<file path="src/rtl/video_mono_mode_ctrl_pkg.sv">
// video_mono_pkg: shared types for the monochrome-mode sequencer.
//   mono_mode_t : the eight monitor-emulation modes (gfx_mode encoding)
//   state_t     : sequencer states
//   cnt_width() : width of the blank-frame counter for a given frame count
package video_mono_pkg;

  typedef enum logic [2:0] {
    COLOR   = 3'd0,
    GREEN   = 3'd1,
    AMBER   = 3'd2,
    BW      = 3'd3,
    RED     = 3'd4,
    BLUE    = 3'd5,
    FUCHSIA = 3'd6,
    PURPLE  = 3'd7
  } mono_mode_t;

  typedef enum logic [2:0] {
    IDLE     = 3'd0,
    WAIT_VBL = 3'd1,
    BLANK    = 3'd2,
    UNBLANK  = 3'd3,
    DONE     = 3'd4
  } state_t;

  // Counter must hold values 1..frames; never narrower than one bit.
  function automatic int cnt_width(input int frames);
    return (frames < 1) ? 1 : $clog2(frames + 1);
  endfunction

endpackage

</file>
<file path="src/rtl/video_mono_mode_ctrl_if.sv">
// video_mono_mode_ctrl_if: signal bundle between the OSD/CRTC side and the
// mode sequencer, all in the clk_vid domain.
//   vblank      : vertical blank from the CRTC
//   mode_req    : requested mode (level)
//   mode_next   : hotkey pulse, present only with VIDEO_MONO_HOTKEY_EN
//   gfx_mode    : mode driven to the converter
//   video_blank : force RGB to black downstream
//   busy        : sequencer not idle
//   switch_done : one-cycle pulse at the end of a sequence
// Modports: master = request/timing source, slave = sequencer.
interface video_mono_mode_ctrl_if;
  import video_mono_pkg::*;

  logic       vblank;
  logic [2:0] mode_req;
`ifdef VIDEO_MONO_HOTKEY_EN
  logic       mode_next;
`endif
  logic [2:0] gfx_mode;
  logic       video_blank;
  logic       busy;
  logic       switch_done;

  modport master (
    output vblank,
    output mode_req,
`ifdef VIDEO_MONO_HOTKEY_EN
    output mode_next,
`endif
    input  gfx_mode,
    input  video_blank,
    input  busy,
    input  switch_done
  );

  modport slave (
    input  vblank,
    input  mode_req,
`ifdef VIDEO_MONO_HOTKEY_EN
    input  mode_next,
`endif
    output gfx_mode,
    output video_blank,
    output busy,
    output switch_done
  );

endinterface

</file>
<file path="src/rtl/video_mono_mode_ctrl.sv">
// video_mono_mode_ctrl: applies monitor-emulation mode changes only at frame
// boundaries, holding the output blanked for BLANK_FRAMES vblank rises so no
// torn or mixed-palette frame reaches the scaler.
// Ports:
//   clk_vid : video clock
//   reset   : asynchronous, active-high reset
//   vid     : video_mono_mode_ctrl_if.slave (vblank, mode_req, [mode_next],
//             gfx_mode, video_blank, busy, switch_done)
// Parameters: BLANK_FRAMES (0 = switch without blanking), RESET_MODE.
// Optional feature macro: VIDEO_MONO_HOTKEY_EN adds the mode_next hotkey,
// which steps an internal request register through the modes.
module video_mono_mode_ctrl
  import video_mono_pkg::*;
#(
  parameter int         BLANK_FRAMES = 2,
  parameter logic [2:0] RESET_MODE   = 3'd0
) (
  input  logic           clk_vid,
  input  logic           reset,
  video_mono_mode_ctrl_if.slave vid
);

  localparam int                CNT_W   = cnt_width(BLANK_FRAMES);
  localparam logic [CNT_W-1:0] CNT_MAX = CNT_W'(BLANK_FRAMES);

  localparam logic [2:0] S_IDLE    = IDLE;
  localparam logic [2:0] S_WAIT    = WAIT_VBL;
  localparam logic [2:0] S_BLANK   = BLANK;
  localparam logic [2:0] S_UNBLANK = UNBLANK;
  localparam logic [2:0] S_DONE    = DONE;

  logic [2:0]       state_q, state_d;
  logic [2:0]       gfx_q, gfx_d;
  logic             blank_q, blank_d;
  logic [CNT_W-1:0] cnt_q, cnt_d;
  logic             vblank_q;
  logic             vbl_rise;
  logic [2:0]       req;

  // vblank edge detector
  assign vbl_rise = vid.vblank & ~vblank_q;

`ifdef VIDEO_MONO_HOTKEY_EN
  logic [2:0] hk_mode_q, hk_mode_d;
  logic [2:0] mode_req_q;

  // A change of mode_req has priority over a coincident hotkey pulse.
  always_comb begin
    hk_mode_d = hk_mode_q;
    if (vid.mode_req != mode_req_q) begin
      hk_mode_d = vid.mode_req;
    end else if (vid.mode_next) begin
      hk_mode_d = hk_mode_q + 3'd1;
    end
  end

  always_ff @(posedge clk_vid or posedge reset) begin
    if (reset) begin
      hk_mode_q  <= RESET_MODE;
      mode_req_q <= RESET_MODE;
    end else begin
      hk_mode_q  <= hk_mode_d;
      mode_req_q <= vid.mode_req;
    end
  end

  assign req = hk_mode_q;
`else
  assign req = vid.mode_req;
`endif

  // Next-state logic. The mode applied at the switch point is the request
  // present at that instant; any later difference is picked up in DONE.
  always_comb begin
    state_d = state_q;
    gfx_d   = gfx_q;
    blank_d = blank_q;
    cnt_d   = cnt_q;
    case (state_q)
      S_IDLE: begin
        if (req != gfx_q) state_d = S_WAIT;
      end
      S_WAIT: begin
        if (req == gfx_q) begin
          state_d = S_IDLE;
        end else if (vbl_rise) begin
          if (BLANK_FRAMES == 0) begin
            gfx_d   = req;
            state_d = S_DONE;
          end else begin
            blank_d = 1'b1;
            cnt_d   = CNT_W'(1);
            state_d = S_BLANK;
          end
        end
      end
      S_BLANK: begin
        if (vbl_rise) begin
          if (cnt_q == CNT_MAX) begin
            gfx_d   = req;
            state_d = S_UNBLANK;
          end else begin
            cnt_d = cnt_q + CNT_W'(1);
          end
        end
      end
      S_UNBLANK: begin
        // Keep blanking one more frame so the converter pipeline flushes.
        if (vbl_rise) begin
          blank_d = 1'b0;
          state_d = S_DONE;
        end
      end
      S_DONE: begin
        state_d = (req != gfx_q) ? S_WAIT : S_IDLE;
      end
      default: state_d = S_IDLE;
    endcase
  end

  always_ff @(posedge clk_vid or posedge reset) begin
    if (reset) begin
      state_q  <= S_IDLE;
      gfx_q    <= RESET_MODE;
      blank_q  <= 1'b0;
      cnt_q    <= '0;
      vblank_q <= 1'b0;
    end else begin
      state_q  <= state_d;
      gfx_q    <= gfx_d;
      blank_q  <= blank_d;
      cnt_q    <= cnt_d;
      vblank_q <= vid.vblank;
    end
  end

  assign vid.gfx_mode    = gfx_q;
  assign vid.video_blank = blank_q;
  assign vid.busy        = (state_q != S_IDLE);
  assign vid.switch_done = (state_q == S_DONE);

endmodule

</file>
<file path="src/flat_wrapper.sv">
// flat-port wrapper written by rule: the top's interface ports become plain ports
module video_mono_mode_ctrl_flat import video_mono_pkg::*;
#(
  parameter int         BLANK_FRAMES = 2,
  parameter logic [2:0] RESET_MODE   = 3'd0
)
  (clk_vid, reset, vid_vblank, vid_mode_req, vid_gfx_mode, vid_video_blank, vid_busy, vid_switch_done);
  video_mono_mode_ctrl_if vid_i ();
  input  logic clk_vid;
  input  logic reset;
  input wire logic [$bits(vid_i.vblank)-1:0] vid_vblank;
  input wire logic [$bits(vid_i.mode_req)-1:0] vid_mode_req;
  output wire logic [$bits(vid_i.gfx_mode)-1:0] vid_gfx_mode;
  output wire logic [$bits(vid_i.video_blank)-1:0] vid_video_blank;
  output wire logic [$bits(vid_i.busy)-1:0] vid_busy;
  output wire logic [$bits(vid_i.switch_done)-1:0] vid_switch_done;
  assign vid_i.vblank = vid_vblank;
  assign vid_i.mode_req = vid_mode_req;
  assign vid_gfx_mode = vid_i.gfx_mode;
  assign vid_video_blank = vid_i.video_blank;
  assign vid_busy = vid_i.busy;
  assign vid_switch_done = vid_i.switch_done;
  video_mono_mode_ctrl #(.BLANK_FRAMES(BLANK_FRAMES), .RESET_MODE(RESET_MODE)) u_core (.clk_vid(clk_vid), .reset(reset), .vid(vid_i));
endmodule
</file>
<file path="config.mk">
export PLATFORM = sky130hd
export DESIGN_NAME = video_mono_mode_ctrl_flat
export DESIGN_NICKNAME = d
export VERILOG_FILES = /design/src/rtl/video_mono_mode_ctrl_pkg.sv /design/src/rtl/video_mono_mode_ctrl_if.sv /design/src/rtl/video_mono_mode_ctrl.sv /design/src/flat_wrapper.sv
export SDC_FILE = /design/constraint.sdc
export NUM_CORES = 1
export LEC_CHECK = 0
export ABC_AREA = 1
export BUFFER_PORTS_ARGS = -buffer_cell sky130_fd_sc_hd__buf_2
export CORE_AREA = 2 2 39 41
export DETAILED_ROUTE_END_ITERATION = 6
export DIE_AREA = 0 0 41 43
export GPL_TIMING_DRIVEN = 0
export PLACE_DENSITY = 0.62
export SLEW_MARGIN = 10
export SYNTH_ARGS = -nofsm -noshare
export SYNTH_HDL_FRONTEND = slang
export SYNTH_SLANG_ARGS = --single-unit
</file>
<file path="constraint.sdc">
create_clock -name clk_vid -period 3.34 [get_ports clk_vid]
set_clock_uncertainty 0.1 [all_clocks]
set_input_delay 0.334 -clock clk_vid [delete_from_list [all_inputs] [get_ports clk_vid]]
set_output_delay 0.334 -clock clk_vid [all_outputs]
set_load 0.03 [all_outputs]
</file>
==> results of run 1 <==
[where the power goes]
group | internal (mW) | total (mW) | switching, mW | leakage [nW]
combinational | 0.0893 | 0.264 | 0.175 | 0.223
clock | 0.0663 | 0.109 | 0.0430 | 0.0210
sequential | 0.166 | 0.204 | 0.0381 | 0.117
[cells in the mapped netlist (all sizes together)]
library cell   n
nand3b         1
nand4          1
xnor2          1
nor2           8
ha             1
o21ai          8
or2            1
nand2         23
dfrtp         10
a21oi          1
nor3           2
inv           10
clkinv         1
nand3          5
[cells in the final DEF (no fill, tap or decap)]
master / n
a21oi_1: 1
buf_2: 11
clkbuf_4: 3
clkbuf_8: 1
clkinv_1: 1
dfrtp_1: 10
dlygate4sd3_1: 1
ha_1: 1
inv_1: 10
nand2_1: 22
nand2_2: 1
nand3_1: 5
nand3b_1: 1
nand4_1: 1
nor2_1: 5
nor2_2: 3
nor3_1: 2
o21ai_0: 6
o21ai_1: 2
or2_4: 1
xnor2_1: 1
[metrics by stage]
stage          std cells  setup WS (ns)  hold slack, ns  util (%)
2_1_floorplan         73          1.776         0.07418         -
3_3_place_gp         100          1.950          0.2324     44.57
3_5_place_dp         100          1.941          0.2341     44.57
4_1_cts              105          1.681         0.07834     47.92
5_1_grt              105          1.602         0.07113     47.92
6_report             105          1.709         0.08389     47.92
[kinds of logic after synthesis]
group	Yosys count	share of synthesized area [%]
AO/OA/AOI/OAI	9	8.313
XOR/XNOR	1	1.617
adder cells (fa/ha/maj)	1	2.309
buffers and inverters	11	7.621
flip-flops	10	46.19
AND/OR/NAND/NOR	41	33.95
[worst register-to-register path, delay by kind of cell, from the launching register on]
| family | cells | cell delay (ns) |
|---|---|---|
| xor gates and xnor gates | 1 | 0.21 |
| DFF | 1 | 0.40 |
| and+or+nand+nor | 7 | 0.55 |
[timing repair]
action | CTS | global route
hold buffers | 1 | 0
setup endpoints to repair | 0 | 0
endpoints found under the hold margin | 10 | 0
resized for setup | 0 | 0
[routing by layer]
metal / part of all wire (%) / up-vias / GRT usage [%] / routed length [um]
met1: 47 / 208 / 18.06 / 463
met5: 0 / - / 0 / 0
met4: 2.4 / 0 / 10.00 / 24
met3: 4.9 / 4 / 4.712 / 49
met2: 46 / 12 / 19.06 / 456
li1: - / 264 / - / -
[sequential cells by signal (all words and copies together), names as in the netlist]
signal                  flops
u_core.state_q              3
u_core.vid.gfx_mode         3
u_core.cnt_q                2
u_core.vblank_q             1
u_core.vid.video_blank      1
[worst max path at each step]
stage | slack (ns) | cells after the start | endpoint
5_1_grt | 1.60 | 3 | vid_busy
4_1_cts | 1.68 | 3 | vid_busy
6_report | 1.71 | 3 | vid_busy
3_5_place_dp | 1.94 | 11 | u_core.state_q[1]
3_3_place_gp | 1.95 | 11 | u_core.state_q[1]
2_1_floorplan | 1.78 | 1 | vid_switch_done
[layout make-up]
| cell class | instances | area [sq um] |
|---|---|---|
| multi-input combinational | 52 | 250.2 |
| sequential | 10 | 250.2 |
| timing repair buffer | 12 | 65.06 |
| fill | 148 | 720.7 |
| inverter | 11 | 41.29 |
| clock buffer | 4 | 36.28 |
| tap | 16 | 20.02 |
==> results.sh, run 1 <==
export IMPL_ios=12
export IMPL_clkTransAtPathRegs_ns=0.07
export IMPL_grt_ovfl_total=0
export IMPL_cts_sinks=10
export IMPL_fmax_mhz=613.1
export IMPL_finalCritPeriodShare_pct=48.84
export IMPL_wl_per_cell_um=9.457
export IMPL_cp_slowest_cell="dfrtp_1"
export IMPL_yosys_warnings=0
export IMPL_whs_path_depth=1
export IMPL_max_slew_margin_pct=72.96
export IMPL_netlist_top_cells_area="dfrtp_1 46%, nand2_1 15%, inv_1 6.9%"
export IMPL_h_tree_depth=1
export IMPL_avgSynthCellArea_sq_um=7.422
export IMPL_die_w_um=41
export IMPL_status="finished, final reports clean"
export IMPL_grt_pass1_wl_mm=1.614
export IMPL_drt_initial_drc_count=11
export IMPL_grtUsageTotal_pct=14.13
export IMPL_period_needed_ns=1.631
export IMPL_gp_congestion=0.7334
export IMPL_die_area_sq_um=1763
export IMPL_grt_setup_unrepaired="false"
export IMPL_ant_nets=0
export IMPL_maxSlewViolCount=0
export IMPL_grt_pass1_vias=416
export IMPL_drive_gt1_share_pct=22.47
export IMPL_power_uw=577.6
export IMPL_hold_path_end="u_core.vblank_q"
export IMPL_clock_path_buffers=2
export IMPL_antenna_found_initial=0
export IMPL_cts_setup_buffers=0
export IMPL_yosys_area_top_type="dfrtp_1"
export IMPL_hold_path_class="input pin to flop"
export IMPL_diodes=0
export IMPL_timing_rr_end="u_core.state_q[1]"
export IMPL_cts_root_buf="clkbuf_4"
export IMPL_area_growth_pct=22.40
export IMPL_ys_seq_elements=10
export IMPL_yosys_area_top_type_share_pct=46.19
export IMPL_grt_max_degree=11
export IMPL_setup_violations=0
export IMPL_crit_chain="nor3_1, inv_1, buf_2"
export IMPL_final_hold_violation_count=0
export IMPL_via_per_inst=4.648
export IMPL_crit_fanout=6
export IMPL_cts_made_buffers=3
export IMPL_final_nets=97
export IMPL_setup_worst_path_start="u_core.state_q[0]"
export IMPL_reg2reg_depth=8
export IMPL_finalInstanceArea_sq_um=663.1
export IMPL_via_count=488
export IMPL_finalWirelength_um=993
export IMPL_power_density_nw_per_um2=871.0
export IMPL_crit_family="flip-flops"
export IMPL_critPathRequiredTime_ns=2.91
export IMPL_max_slew_worst_pin_slew_ns=0.4052
export IMPL_fin_setup_tns_ns=0
export IMPL_cp_end_kind="output port"
export IMPL_synth_cell_type_count=17
export IMPL_slowest_delay_ns=0.44
export IMPL_core_area_sq_um=1384
export IMPL_drv_cap=0
export IMPL_rrSetupSlack_ns=1.98
export IMPL_cp_buffers_inverters=2
export IMPL_ir_drop_mv=0.3502
export IMPL_io_buffers=11
export IMPL_worst_setup_path_type="flop to output port"
export IMPL_worstPathArrival_ns=1.20
export IMPL_start_util_pct=39.15
export IMPL_fp_dieH_um=43
export IMPL_min_from="vid_vblank"
export IMPL_cts_tree="yes"
export IMPL_cp_start_kind="flop"
export IMPL_r2r_start="u_core.vid.gfx_mode[1]"
export IMPL_syn_area_sq_um=541.8
export IMPL_yosysSeqAreaShare_pct=46.19
export IMPL_hpwl_um=802.5
export IMPL_syn_nets=80
export IMPL_placement_cell_area_sq_um=616.8
export IMPL_p_leak_nw=0.3609
export IMPL_rows=14
export IMPL_netlist_instances=73
export IMPL_drc=0
export IMPL_insertion_delay_ns=0.27
export IMPL_first_pass_iters=4
No activity file was read; power rests on OpenSTA's default activity.
==> run 2, diff against run 1 <==
==> constraint.sdc (replaced) <==
create_clock -name clk_vid -period 1.67 [get_ports clk_vid]
set_clock_uncertainty 0.1 [all_clocks]
set_input_delay 0.167 -clock clk_vid [delete_from_list [all_inputs] [get_ports clk_vid]]
set_output_delay 0.167 -clock clk_vid [all_outputs]
set_load 0.03 [all_outputs]
==> run 2 against run 1 <==
Largest cell class unchanged. Critical path depth rose by 9. Core utilization rose by 0.72 points. Clock power rose by 100%. Sequential power rose by 100%. Non-clock buffer count rose by 1.
==> results.sh, run 2 (synthesized netlist as in run 1, its figures left out) <==
export IMPL_fmax_mhz=675.3
export IMPL_io_buffers=11
export IMPL_area_growth_pct=24.25
export IMPL_cts_tree="yes"
export IMPL_cts_root_buf="clkbuf_4"
export IMPL_seq_power_share_pct=35.3
export IMPL_final_hold_violation_count=0
export IMPL_grt_ovfl_total=0
export IMPL_grt_setup_unrepaired="false"
export IMPL_status="finished, final reports clean"
export IMPL_cts_sinks=10
export IMPL_swShare_pct=44.34
export IMPL_die_w_um=41
export IMPL_rows=14
export IMPL_p_clk_share_pct=18.9
export IMPL_use_met2_pct=19.69
export IMPL_insertion_delay_ns=0.27
export IMPL_critPathRequiredTime_ns=1.73
export IMPL_fin_cells=106
export IMPL_grt_use_met3_pct=4.712
export IMPL_dp_cells=100
export IMPL_final_nets=98
export IMPL_maxSlewViolCount=0
export IMPL_wl_per_cell_um=9.519
export IMPL_p_sw_uw=513.7
export IMPL_die_area_sq_um=1763
export IMPL_ant_nets=0
export IMPL_grt_max_degree=11
export IMPL_via_per_inst=4.651
export IMPL_power_mw=1.159
export IMPL_hold_worst_slack_ns=0.03293
export IMPL_gr_usage_met1_pct=18.06
export IMPL_p_leak_nw=0.3650
export IMPL_hold_path_class="input pin to flop"
export IMPL_grt_pass1_wl_mm=1.642
export IMPL_cp_end_kind="flop"
export IMPL_final_common_cell="nand2_1"
export IMPL_core_area_sq_um=1384
export IMPL_clock_path_buffers=2
export IMPL_grt_busiest_layer="met2"
export IMPL_fp_dieH_um=43
export IMPL_utilization_pct=48.64
export IMPL_ios=12
export IMPL_via_count=493
export IMPL_drv_cap=0
export IMPL_antenna_found_initial=0
export IMPL_cts_setup_buffers=0
export IMPL_intPower_uw=644.9
export IMPL_drive_gt1_share_pct=22.22
export IMPL_finalWirelength_mm=1.009
export IMPL_diodes=0
export IMPL_clkTransAtPathRegs_ns=0.07
export IMPL_first_pass_iters=4
export IMPL_cts_made_buffers=3
export IMPL_period_needed_ns=1.481
export IMPL_ir_drop_mv=0.7005
export IMPL_drt_initial_drc_count=7
export IMPL_max_slew_worst_pin_slew_ns=0.4050
export IMPL_worstPathArrival_ns=1.54
export IMPL_fin_setup_tns_ns=0
export IMPL_start_util_pct=39.15
export IMPL_worst_setup_path_type="input pin to flop"
export IMPL_gp_congestion=0.7334
export IMPL_hpwl_um=802.5
export IMPL_crit_fanout=4
export IMPL_max_slew_margin_pct=72.97
export IMPL_power_density_nw_per_um2=1721
export IMPL_grt_pass1_vias=428
export IMPL_grtUsageTotal_pct=14.33
export IMPL_final_cell_mix="22 x nand2_1, 11 x buf_2, 10 x inv_1, 10 x dfrtp_1, 6 x o21ai_0"
export IMPL_power_frac_comb_pct=45.9
export IMPL_rrSetupSlack_ns=0.30
export IMPL_h_tree_depth=1
export IMPL_finalCritPeriodShare_pct=88.67
export IMPL_drc=0
export IMPL_setup_violations=0
export IMPL_cp_start_kind="input pin"
## run 2: path summary, 6_finish.rpt
check / from / to / cells after the start
hold reg to reg: u_core.vid.video_blank / u_core.vid.video_blank / 2
min in group asynchronous: reset / u_core.cnt_q[1] / 3
setup / recovery: vid_vblank / u_core.state_q[1] / 12
setup reg to reg: u_core.vid.gfx_mode[1] / u_core.state_q[1] / 8
hold / removal: vid_mode_req[0] / u_core.vid.gfx_mode[0] / 3
max in group asynchronous: reset / u_core.state_q[1] / 3
## run 2: repair_timing
| item | in CTS | in global routing |
|---|---|---|
| hold buffers | 2 | 0 |
| gates resized for setup | 0 | 0 |
| endpoints found under the hold margin | 11 | 0 |
## run 2: final cells by class
type                       instances  area (sq um)
tap                               16         20.02
clock buffer                       4         36.28
inverter                          11         41.29
multi-input combinational         52         250.2
timing repair buffer              13         75.07
fill                             147         710.7
sequential                        10         250.2
## run 2: metal layers
layer	part of all wire, %	vias to the layer above
li1	-	265
met1	47	212
met2	46	12
met3	4.7	4
met4	2.4	0
met5	0	-
## run 2: critical path: stages
cell,delay (ns)
dlygate4sd3_1,0.52
buf_2,0.10
inv_1,0.03
or2_4,0.23
clkinv_1,0.08
nor2_1,0.04
nor2_1,0.08
nand2_1,0.07
inv_1,0.07
nand2_1,0.05
nand2_1,0.05
nand2_1,0.05
## run 2: power by group through the flow
stage	Combinational, mW	Sequential [mW]	Clock (mW)
finish	0.532	0.408	0.218
global route	0.601	0.425	0.238
CTS	0.540	0.412	0.223
detailed placement	0.535	0.416	0
global placement	0.525	0.408	0
floorplan	0.336	0.481	0
## run 2: stage by stage
step	cell area (sq um)	setup slack, ns
2_1_floorplan	541.8	0.2728
3_3_place_gp	616.8	0.3253
3_5_place_dp	616.8	0.3173
4_1_cts	673.1	0.1783
5_1_grt	673.1	0.09674
6_report	673.1	0.1891
